### config.mk
export PLATFORM = sky130hd
export DESIGN_NAME = video_timing_rx
export DESIGN_NICKNAME = d
export VERILOG_FILES = /design/src/rtl/video_timing_pkg.sv /design/src/rtl/vt_edge_det.sv /design/src/rtl/video_timing_rx.sv
export SDC_FILE = /design/constraint.sdc
export NUM_CORES = 1
export LEC_CHECK = 0
export BUFFER_PORTS_ARGS = -buffer_cell sky130_fd_sc_hd__buf_2
export CAP_MARGIN = 20
export CORE_ASPECT_RATIO = 0.9
export CORE_MARGIN = 4
export CORE_UTILIZATION = 40
export CTS_CLUSTER_DIAMETER = 60
export DETAILED_ROUTE_END_ITERATION = 6
export PLACE_DENSITY = 0.68
export SLEW_MARGIN = 20
export SYNTH_ARGS = -nofsm -noshare
export SYNTH_HDL_FRONTEND = slang
export SYNTH_SLANG_ARGS = --single-unit
### constraint.sdc
create_clock -name clk -period 6.55 [get_ports clk]
set_input_delay 0.655 -clock clk [delete_from_list [all_inputs] [get_ports clk]]
set_output_delay 0.655 -clock clk [all_outputs]
set_load 0.005 [all_outputs]
### src/rtl/video_timing_pkg.sv
// video_timing_pkg: shared widths, lock states and helpers for the video timing receiver
package video_timing_pkg;
    localparam int CNT_W = 12;
    localparam logic [CNT_W-1:0] CNT_MAX = 12'd4095;
    localparam logic [CNT_W-1:0] REF_H_TOTAL = 12'd800;
    localparam logic [CNT_W-1:0] REF_H_ACTIVE = 12'd640;
    localparam logic [CNT_W-1:0] REF_V_TOTAL = 12'd525;
    localparam logic [CNT_W-1:0] REF_V_ACTIVE = 12'd480;
    typedef enum logic [1:0] {NOSIG, SEARCH, LOCKED} lock_state_t;
    function automatic logic [CNT_W-1:0] sat_inc(input logic [CNT_W-1:0] v);
        return (v == CNT_MAX) ? v : v + CNT_W'(1);
    endfunction
    function automatic logic meas_ok(input logic [CNT_W-1:0] v);
        return (v != '0) && (v != CNT_MAX);
    endfunction
endpackage

### src/rtl/vt_edge_det.sv
// vt_edge_det: one-clock delay register with detection of the transition into the active level
module vt_edge_det #(
    parameter logic POL = 1'b0
) (
    input  logic clk,
    input  logic rst,
    input  logic i_d,
    output logic o_q,
    output logic o_edge
);
    logic r_q;
    // previous-cycle sample, also serves as the delayed copy of the input
    always_ff @(posedge clk or posedge rst)
        if (rst) r_q <= 1'b0;
        else r_q <= i_d;
    assign o_q = r_q;
    assign o_edge = (i_d == POL) && (r_q != POL);
endmodule

### src/rtl/video_timing_rx.sv
// video_timing_rx: raster position tracking, timing measurement and lock detection
module video_timing_rx
    import video_timing_pkg::*;
#(
    parameter logic        HS_POL = 1'b0,
    parameter logic        VS_POL = 1'b0,
    parameter int unsigned LOCK_FRAMES = 2
) (
    input  logic             clk,
    input  logic             rst,
    input  logic             i_hs_in,
    input  logic             i_vs_in,
    input  logic             i_de_in,
    output logic             o_hs_out,
    output logic             o_vs_out,
    output logic             o_de_out,
    output logic [CNT_W-1:0] o_x,
    output logic [CNT_W-1:0] o_y,
    output logic             o_sof,
    output logic [CNT_W-1:0] o_h_total,
    output logic [CNT_W-1:0] o_h_active,
    output logic [CNT_W-1:0] o_v_total,
    output logic [CNT_W-1:0] o_v_active,
    output logic             o_locked
);
    localparam logic [3:0] LF = 4'(LOCK_FRAMES);

    logic w_hs_edge, w_vs_edge, w_de_rise, w_de_fall, w_de_q;
    logic w_new_frame, w_timeout, w_match;
    logic [CNT_W-1:0] w_h_total_nx, w_h_active_nx;
    logic [CNT_W-1:0] r_x, r_y, r_clk_cnt, r_run_cnt, r_line_cnt, r_de_cnt;
    logic [CNT_W-1:0] r_h_total, r_h_active, r_v_total, r_v_active, r_h_snap, r_ha_snap;
    logic r_sof, r_first;
    logic [3:0] r_match_cnt, w_match_cnt_nx;
    lock_state_t r_state, w_state_nx;

    vt_edge_det #(.POL(HS_POL)) u_hs (.clk(clk), .rst(rst), .i_d(i_hs_in), .o_q(o_hs_out), .o_edge(w_hs_edge));
    vt_edge_det #(.POL(VS_POL)) u_vs (.clk(clk), .rst(rst), .i_d(i_vs_in), .o_q(o_vs_out), .o_edge(w_vs_edge));
    vt_edge_det #(.POL(1'b1))   u_de (.clk(clk), .rst(rst), .i_d(i_de_in), .o_q(w_de_q),   .o_edge(w_de_rise));

    assign w_de_fall = !i_de_in && w_de_q;
    assign w_new_frame = r_first || w_vs_edge;
    assign w_timeout = (r_clk_cnt == CNT_MAX);
    assign w_h_total_nx = w_hs_edge ? r_clk_cnt : r_h_total;
    assign w_h_active_nx = w_de_fall ? r_run_cnt : r_h_active;
    assign w_match = (w_h_total_nx == r_h_snap) && (w_h_active_nx == r_ha_snap)
                  && (r_line_cnt == r_v_total) && (r_de_cnt == r_v_active)
                  && meas_ok(w_h_total_nx) && meas_ok(w_h_active_nx)
                  && meas_ok(r_line_cnt) && meas_ok(r_de_cnt);

    // pixel column/row and start-of-frame, one clock behind the input they describe
    always_ff @(posedge clk or posedge rst)
        if (rst) begin
            r_x <= '0;
            r_y <= '0;
            r_sof <= 1'b0;
            r_first <= 1'b0;
        end else begin
            r_x <= w_de_rise ? '0 : i_de_in ? sat_inc(r_x) : r_x;
            r_y <= w_de_rise ? (w_new_frame ? '0 : sat_inc(r_y)) : r_y;
            r_sof <= w_de_rise && w_new_frame;
            r_first <= w_de_rise ? 1'b0 : (w_vs_edge ? 1'b1 : r_first);
        end

    // free-running raster counters; a sync edge coincident with vs belongs to the new frame
    always_ff @(posedge clk or posedge rst)
        if (rst) begin
            r_clk_cnt <= '0;
            r_run_cnt <= '0;
            r_line_cnt <= '0;
            r_de_cnt <= '0;
        end else begin
            r_clk_cnt <= w_hs_edge ? CNT_W'(1) : sat_inc(r_clk_cnt);
            r_run_cnt <= i_de_in ? (w_de_rise ? CNT_W'(1) : sat_inc(r_run_cnt)) : '0;
            r_line_cnt <= w_vs_edge ? (w_hs_edge ? CNT_W'(1) : '0) : (w_hs_edge ? sat_inc(r_line_cnt) : r_line_cnt);
            r_de_cnt <= w_vs_edge ? (w_de_rise ? CNT_W'(1) : '0) : (w_de_rise ? sat_inc(r_de_cnt) : r_de_cnt);
        end

    // measurement latches plus per-frame snapshots of the horizontal values for frame matching
    always_ff @(posedge clk or posedge rst)
        if (rst) begin
            r_h_total <= '0;
            r_h_active <= '0;
            r_v_total <= '0;
            r_v_active <= '0;
            r_h_snap <= '0;
            r_ha_snap <= '0;
        end else if (w_timeout) begin
            r_h_total <= '0;
            r_h_active <= '0;
            r_v_total <= '0;
            r_v_active <= '0;
            r_h_snap <= '0;
            r_ha_snap <= '0;
        end else begin
            r_h_total <= w_h_total_nx;
            r_h_active <= w_h_active_nx;
            if (w_vs_edge) begin
                r_v_total <= r_line_cnt;
                r_v_active <= r_de_cnt;
                r_h_snap <= w_h_total_nx;
                r_ha_snap <= w_h_active_nx;
            end
        end

    // lock state and consecutive-match counter registers
    always_ff @(posedge clk or posedge rst)
        if (rst) begin
            r_state <= NOSIG;
            r_match_cnt <= '0;
        end else begin
            r_state <= w_state_nx;
            r_match_cnt <= w_match_cnt_nx;
        end

    // lock next-state: timeout overrides everything, otherwise frames are judged at vs edges
    always_comb begin
        w_state_nx = r_state;
        w_match_cnt_nx = r_match_cnt;
        if (w_timeout) begin
            w_state_nx = NOSIG;
            w_match_cnt_nx = '0;
        end else begin
            if (w_vs_edge)
                w_match_cnt_nx = w_match ? ((r_match_cnt == 4'hF) ? r_match_cnt : r_match_cnt + 4'd1) : 4'd0;
            case (r_state)
                NOSIG:   if (w_hs_edge) w_state_nx = SEARCH;
                SEARCH:  if (w_vs_edge && w_match && (w_match_cnt_nx >= LF)) w_state_nx = LOCKED;
                LOCKED:  if (w_vs_edge && !w_match) w_state_nx = SEARCH;
                default: w_state_nx = NOSIG;
            endcase
        end
    end

    assign o_de_out = w_de_q;
    assign o_x = r_x;
    assign o_y = r_y;
    assign o_sof = r_sof;
    assign o_h_total = r_h_total;
    assign o_h_active = r_h_active;
    assign o_v_total = r_v_total;
    assign o_v_active = r_v_active;
    assign o_locked = (r_state == LOCKED);
endmodule

* After elaboration in Yosys (flattened, before gate mapping)
Index checks and enable logic that the tools add are counted.
** Storage, ports and cells
- Memory bits (read-only) :: 0
- Input port bits :: 5
- Bits in registers :: 155
- Logic and storage cells :: 134
- RAM bits :: 0
- Bits in latches :: 0
- Memories :: 0
** Operators by class
- Reduce and logical (&&, ||, !) cells :: 36
- Mux-type cells :: 42
- Equality and inequality tests :: 26
- Shift operators :: 0
- Add/subtract/negate cells :: 7
- $mul :: 0
- Bitwise logic cells :: 3
- $lt $le $gt $ge :: 1
- Divide/modulo/power cells :: 0
** Operators with widths (count)
- $mux W12 :: 28
- $add A12 B1 Y12 const B :: 6
- $eq A12 B12 Y1 const B :: 6
- $eq A12 B12 Y1 :: 4
- $ne A12 B12 Y1 const B :: 4
- $reduce_bool A12 Y1 :: 4
- $mux W4 :: 5
- $logic_and A1 B1 Y1 :: 19
- $mux W2 :: 4
- $ne A2 B1 Y1 const B :: 4
- $reduce_and A2 Y1 :: 4
- $reduce_bool A2 Y1 :: 4
- $ne A3 B3 Y1 const B :: 2
- $pmux W2 S3 :: 1
- $add A4 B1 Y4 const B :: 1
- $eq A4 B4 Y1 const B :: 1
- $ge A4 B2 Y1 const B :: 1
- $mux W1 :: 4
- $ne A3 B1 Y1 const B :: 1
- $ne A3 B2 Y1 const B :: 1
- $not A1 Y1 :: 3
- $reduce_and A3 Y1 :: 1
- $eq A2 B1 Y1 const B :: 1
- $eq A2 B2 Y1 const B :: 1
- other kinds (4) :: 5

* Depth between registers and ports, before layout
- Word-level depth :: 19
- Gate-level depth with buffers :: 9

* Cells and area by module
From an unflattened synthesis, not the netlist that was laid out.
** Unflattened totals
- Cell total of the unflattened synthesis :: 830
- Area total of the unflattened synthesis :: 8090.3 um^2
** By module, submodules not included
- video_timing_rx :: area an instance 7962.6 um^2, sequential area each 3803.6 um^2, instances 1, cells an instance 821
- vt_edge_det :: area an instance 42.5 um^2, sequential area each 25.0 um^2, instances 3, cells an instance 3

* Least setup slack after synthesis
OpenSTA, ideal clock, no wires.
- Kind :: input port to flip-flop
- Start :: input i_de_in
- End :: register r_match_cnt[2]
- Setup time :: 0.087 ns
- Path buffers :: 1
- Arrival time :: 2.895 ns
- Setup slack :: 3.569 ns
- Cell stages on the path :: 8
- Data required time :: 6.463 ns
- Cells stage by stage :: nand2b_4 buf_6 a31oi_1 nand4_1 or4_1 or4_4 or4_1 a211oi_2
** On the way
- Longest elaborated chain between the ends :: 15
- Elaborated cells on any way between the ends :: 18
** RTL lines
- from (decl) :: line video_timing_rx.sv:13 : input logic i_de_in,
- $logic_not A1 Y1 (*) :: line video_timing_rx.sv:41 : assign w_de_fall = !i_de_in && w_de_q;
- $logic_and A1 B1 Y1 (*) :: line video_timing_rx.sv:41
- $mux W12 (*) :: line video_timing_rx.sv:45 : assign w_h_active_nx = w_de_fall ? r_run_cnt : r_h_active;
- $eq A12 B12 Y1 :: line video_timing_rx.sv:46 : assign w_match = (w_h_total_nx == r_h_snap) && (w_h_active_nx == r_ha_snap)
- $logic_and A1 B1 Y1 :: line video_timing_rx.sv:46
- $logic_and A1 B1 Y1 (2 in series) :: line video_timing_rx.sv:47 : && (r_line_cnt == r_v_total) && (r_de_cnt == r_v_active)
- $logic_and A1 B1 Y1 :: line video_timing_rx.sv:48 : && meas_ok(w_h_total_nx) && meas_ok(w_h_active_nx)
- $logic_and A1 B1 Y1 (*) :: line video_timing_rx.sv:48
- $logic_and A1 B1 Y1 (*) (2 in series) :: line video_timing_rx.sv:49 : && meas_ok(r_line_cnt) && meas_ok(r_de_cnt);
- $mux W4 (*) :: line video_timing_rx.sv:125 : w_match_cnt_nx = w_match ? ((r_match_cnt == 4'hF) ? r_match_cnt : r_match_cnt + 4'd1) : 4'd0;
- $mux W4 (*) :: line video_timing_rx.sv:124 : if (w_vs_edge)
- $mux W4 (*) (2 in series) :: line video_timing_rx.sv:120 : if (w_timeout) begin
- net w_match_cnt_nx[2] :: line video_timing_rx.sv:34 : logic [3:0] r_match_cnt, w_match_cnt_nx;
- to (signal assigned) :: line video_timing_rx.sv:113 : r_match_cnt <= w_match_cnt_nx;
- to (decl) :: line video_timing_rx.sv:34
The timed path passes the listed nets; every way through them passes the cells marked *. The select of a mux whose other input is x is not followed.
A chain may end at the register's enable or synchronous reset.

* Worst setup path in the final report
- Start :: register r_line_cnt[5]
- End :: register r_match_cnt[2]
** On the way
- Longest elaborated chain between the ends :: 11
- Elaborated cells on any way between the ends :: 14
** RTL lines
- from (decl) :: line video_timing_rx.sv:31 : logic [CNT_W-1:0] r_x, r_y, r_clk_cnt, r_run_cnt, r_line_cnt, r_de_cnt;
- from (signal assigned) :: line video_timing_rx.sv:75 : r_line_cnt <= w_vs_edge ? (w_hs_edge ? CNT_W'(1) : '0) : (w_hs_edge ? sat_inc(r_line_cnt) : r_line_cnt);
- $eq A12 B12 Y1 :: line video_timing_rx.sv:47
- $logic_and A1 B1 Y1 (2 in series) :: line video_timing_rx.sv:47
- $logic_and A1 B1 Y1 (2 in series) :: line video_timing_rx.sv:48
- $logic_and A1 B1 Y1 (*) (2 in series) :: line video_timing_rx.sv:49
- $mux W4 (*) :: line video_timing_rx.sv:125
- $mux W4 (*) :: line video_timing_rx.sv:124
- $mux W4 (*) (2 in series) :: line video_timing_rx.sv:120
- net w_match_cnt_nx[2] :: line video_timing_rx.sv:34
Marks and branches as above.

==> impl_metrics.env <==
export IMPL_synth_sequential_area_ratio=0.478
export IMPL_vdd_ir_drop_max_mv=0.196
export IMPL_fin_area_um2=9250
export IMPL_cts_tree="done"
export IMPL_first_global_vias=6395
export IMPL_syn_area_um2=8120
export IMPL_synth_top_family_by_area="simple AND/OR/NAND/NOR gates"
export IMPL_startpoint_type="flop"
export IMPL_setup_viol=0
export IMPL_clk_pin_slew_ns=0.07
export IMPL_critical_path_slowest_cell="nor4_1"
export IMPL_netlist_cell_type_count=60
export IMPL_mostFrequentLayoutCell="dfrtp_1"
export IMPL_synth_fa_ha_area_frac=0.0139
export IMPL_grt_max_degree=82
export IMPL_synth_compound_area_frac=0.115
export IMPL_antenna_found_initial=0
export IMPL_fin_crit_ns=3.20
export IMPL_grt_pass1_wl_um=34100
export IMPL_clock_sinks=155
export IMPL_p_int_uw=1710
export IMPL_report_final_hold_viol_count=0
export IMPL_worst_slew_pin_slew_ns=0.930
export IMPL_hold_slack_ns=0.332
export IMPL_via_per_inst=5.55
export IMPL_ff2ff_setup_slack_ns=3.35
export IMPL_die_y_um=143
export IMPL_drt_antenna_violating_nets=0
export IMPL_cts_max_level=4
export IMPL_drv_slew=0
export IMPL_power_frac_clock=0.398
export IMPL_postSynth_asyncResetShare=1.00
export IMPL_n_fill_cell=1933
export IMPL_io_buffers=81
export IMPL_fin_setup_tns_ns=0
export IMPL_cp_required_ns=6.89
export IMPL_yosys_area_top_type_share=0.478
export IMPL_arrival_ns=3.54
export IMPL_ios=82
export IMPL_comb_power_share=0.137
export IMPL_synth_edff_count=0
export IMPL_wl_per_cell_um=17.1
export IMPL_drc=0
export IMPL_fin_ws_ns=3.35
export IMPL_die_area_um2=22700
export IMPL_ys_flop_type="dfrtp_1"
export IMPL_syn2layout_area_growth_pct=13.9
export IMPL_overflow=0
export IMPL_syn_mean_instance_area_um2=9.13
export IMPL_synthesis_nets=904
export IMPL_path_common_cell="or4_1"
export IMPL_routed_wl_um=20600
export IMPL_start_util=0.406
export IMPL_cts_buffers=17
export IMPL_maxCapViolations=0
export IMPL_die_w_um=158
export IMPL_holdBufCountCts=0
export IMPL_reg2reg_depth=7
export IMPL_max_slew_margin=0.379
export IMPL_num_rows=49
export IMPL_crit_type="flop to flop"
export IMPL_synth_xor_area_frac=0.0970
export IMPL_powerDensity_nw_per_um2=261
export IMPL_cts_resized_gates=0
export IMPL_synthSimpleGateAreaFrac=0.229
export IMPL_postSynthCellCount=890
export IMPL_p_sw_frac=0.293
export IMPL_dpl_hpwl_um=14100
export IMPL_rsz0062_at_grt="false"
export IMPL_skew_ns=0.00919
export IMPL_worstHoldPathType="primary input to asynchronous set/reset pin"
export IMPL_drt_iter0_markers=650
export IMPL_vias=6694
export IMPL_firstDrtPassIters=5
export IMPL_clock_fmax_mhz=313
export IMPL_core_um2=20000
export IMPL_gp_congestion=0.830
export IMPL_synth_area_leaders="dfrtp_1 48%, xor2_1 5.7%, nor2_1 5.4%, xnor2_1 4.0%, nand2_1 3.9%"
export IMPL_ys_ff_latch=155
export IMPL_path_delay_family="simple AND/OR/NAND/NOR gates"
export IMPL_dpl_cell_area_um2=8680
export IMPL_seqPwrFrac=0.464
export IMPL_grtUsageTotal=0.187
export IMPL_r2r_start="r_line_cnt[5]"
export IMPL_post_cts_buffers=0
export IMPL_n_antenna_cell=0
export IMPL_mostFrequentLayoutCells="155 x dfrtp_1, 117 x nor2_1, 84 x nand2_1"
export IMPL_layout_drive_gt1_share=0.134
export IMPL_endpoint_kind="flop"
export IMPL_pre_cts_ws_ns=3.03
export IMPL_synth_mux_area_fraction=0.0271
export IMPL_crit_chain="xor2_1, nor4_1, o211ai_1, or4_1, or4_4, or4_1, a211oi_2"
export IMPL_clk_latency_ns=0.43
export IMPL_netSwitchingPower_uw=707
export IMPL_path_max_fanout=7
export IMPL_nets=952
export IMPL_yosysTopAreaCell="dfrtp_1"
export IMPL_period_share=0.488
export IMPL_clockRootBuffer="clkbuf_16"
export IMPL_r2r_end="r_match_cnt[2]"
export IMPL_yosysWarnings=0
export IMPL_critical_path_max_stage_delay_ns=0.58
export IMPL_p_leak_uw=0.00428
export IMPL_timing_critical_path_buf_inv=0
export IMPL_clk_path_buf_depth=2
export IMPL_status="complete, no violations"
[power groups by stage]
stage / clock network [uW] / registers (uW) / logic (uW)
3_5_place_dp: 0 / 1140 / 332
3_3_place_gp: 0 / 1130 / 326
2_1_floorplan: 0 / 1100 / 247
5_1_grt: 1030 / 1130 / 373
4_1_cts: 980 / 1120 / 335
6_report: 962 / 1120 / 332
[synth_stat cells (all sizes together) (2+ instances only)]
| master | instances |
|---|---|
| a21oi | 57 |
| xor2 | 53 |
| and4 | 3 |
| mux2i | 22 |
| nor3 | 18 |
| clkbuf | 49 |
| nor4 | 17 |
| and3 | 10 |
| nor4b | 3 |
| or2 | 2 |
| inv | 26 |
| a31oi | 10 |
| buf | 9 |
| nand2 | 84 |
| o211a | 2 |
| nand4 | 43 |
| xnor2 | 37 |
| a211oi | 28 |
| o22ai | 2 |
| a22oi | 2 |
| o211ai | 2 |
| o221ai | 2 |
| nor2b | 7 |
| ha | 9 |
| nand3 | 38 |
| nor2 | 117 |
| dfrtp | 155 |
| o21ai | 27 |
| o41ai | 2 |
| nand2b | 7 |
| or3 | 17 |
| or4 | 6 |
| nor3b | 4 |
[metrics by stage]
step / utilization / cells / total power, uW
4_1_cts: 0.463 / 1206 / 2440
5_1_grt: 0.463 / 1206 / 2530
3_5_place_dp: 0.434 / 1174 / 1470
6_report: 0.463 / 1206 / 2420
3_3_place_gp: 0.434 / 1174 / 1460
2_1_floorplan: - / 890 / 1350
[cells by family after synthesis]
kind of cell             Yosys count
adder cells (fa/ha/maj)            9
AO/OA/AOI/OAI                    149
flip-flops                       155
XOR/XNOR                          90
buffers and inverters             84
AND/OR/NAND/NOR                  381
multiplexers                      22
[metal layers]
metal | part of all wire | vias to the layer above | routed length [um] | global-route usage
li1 | - | 3231 | - | -
met1 | 0.48 | 3245 | 10000 | 0.275
met2 | 0.44 | 183 | 9130 | 0.271
met3 | 0.053 | 35 | 1090 | 0.0467
met4 | 0.020 | 0 | 406 | 0.0628
met5 | 0 | - | 0 | 0
[worst max path at each step]
stage / from / end / slack, ns / cells after the start
3_3_place_gp: i_de_in / r_match_cnt[2] / 3.10 / 8
4_1_cts: r_line_cnt[8] / r_match_cnt[2] / 3.41 / 7
2_1_floorplan: rst / o_h_active[0] / 1.72 / 1
6_report: r_line_cnt[5] / r_match_cnt[2] / 3.35 / 7
3_5_place_dp: i_de_in / r_match_cnt[2] / 3.03 / 8
5_1_grt: r_line_cnt[8] / r_match_cnt[2] / 3.16 / 7
[layout make-up]
class	instances	area, um2	share of cell area
clock buffers	18	439	0.0475
clock inverters	14	133	0.0143
inverters	26	103	0.0111
multi-input cells	651	3930	0.424
flip-flops and latches	155	3880	0.419
well taps	255	319	0.0345
repair buffers	87	454	0.0491
No activity file was read; power rests on OpenSTA's default activity.
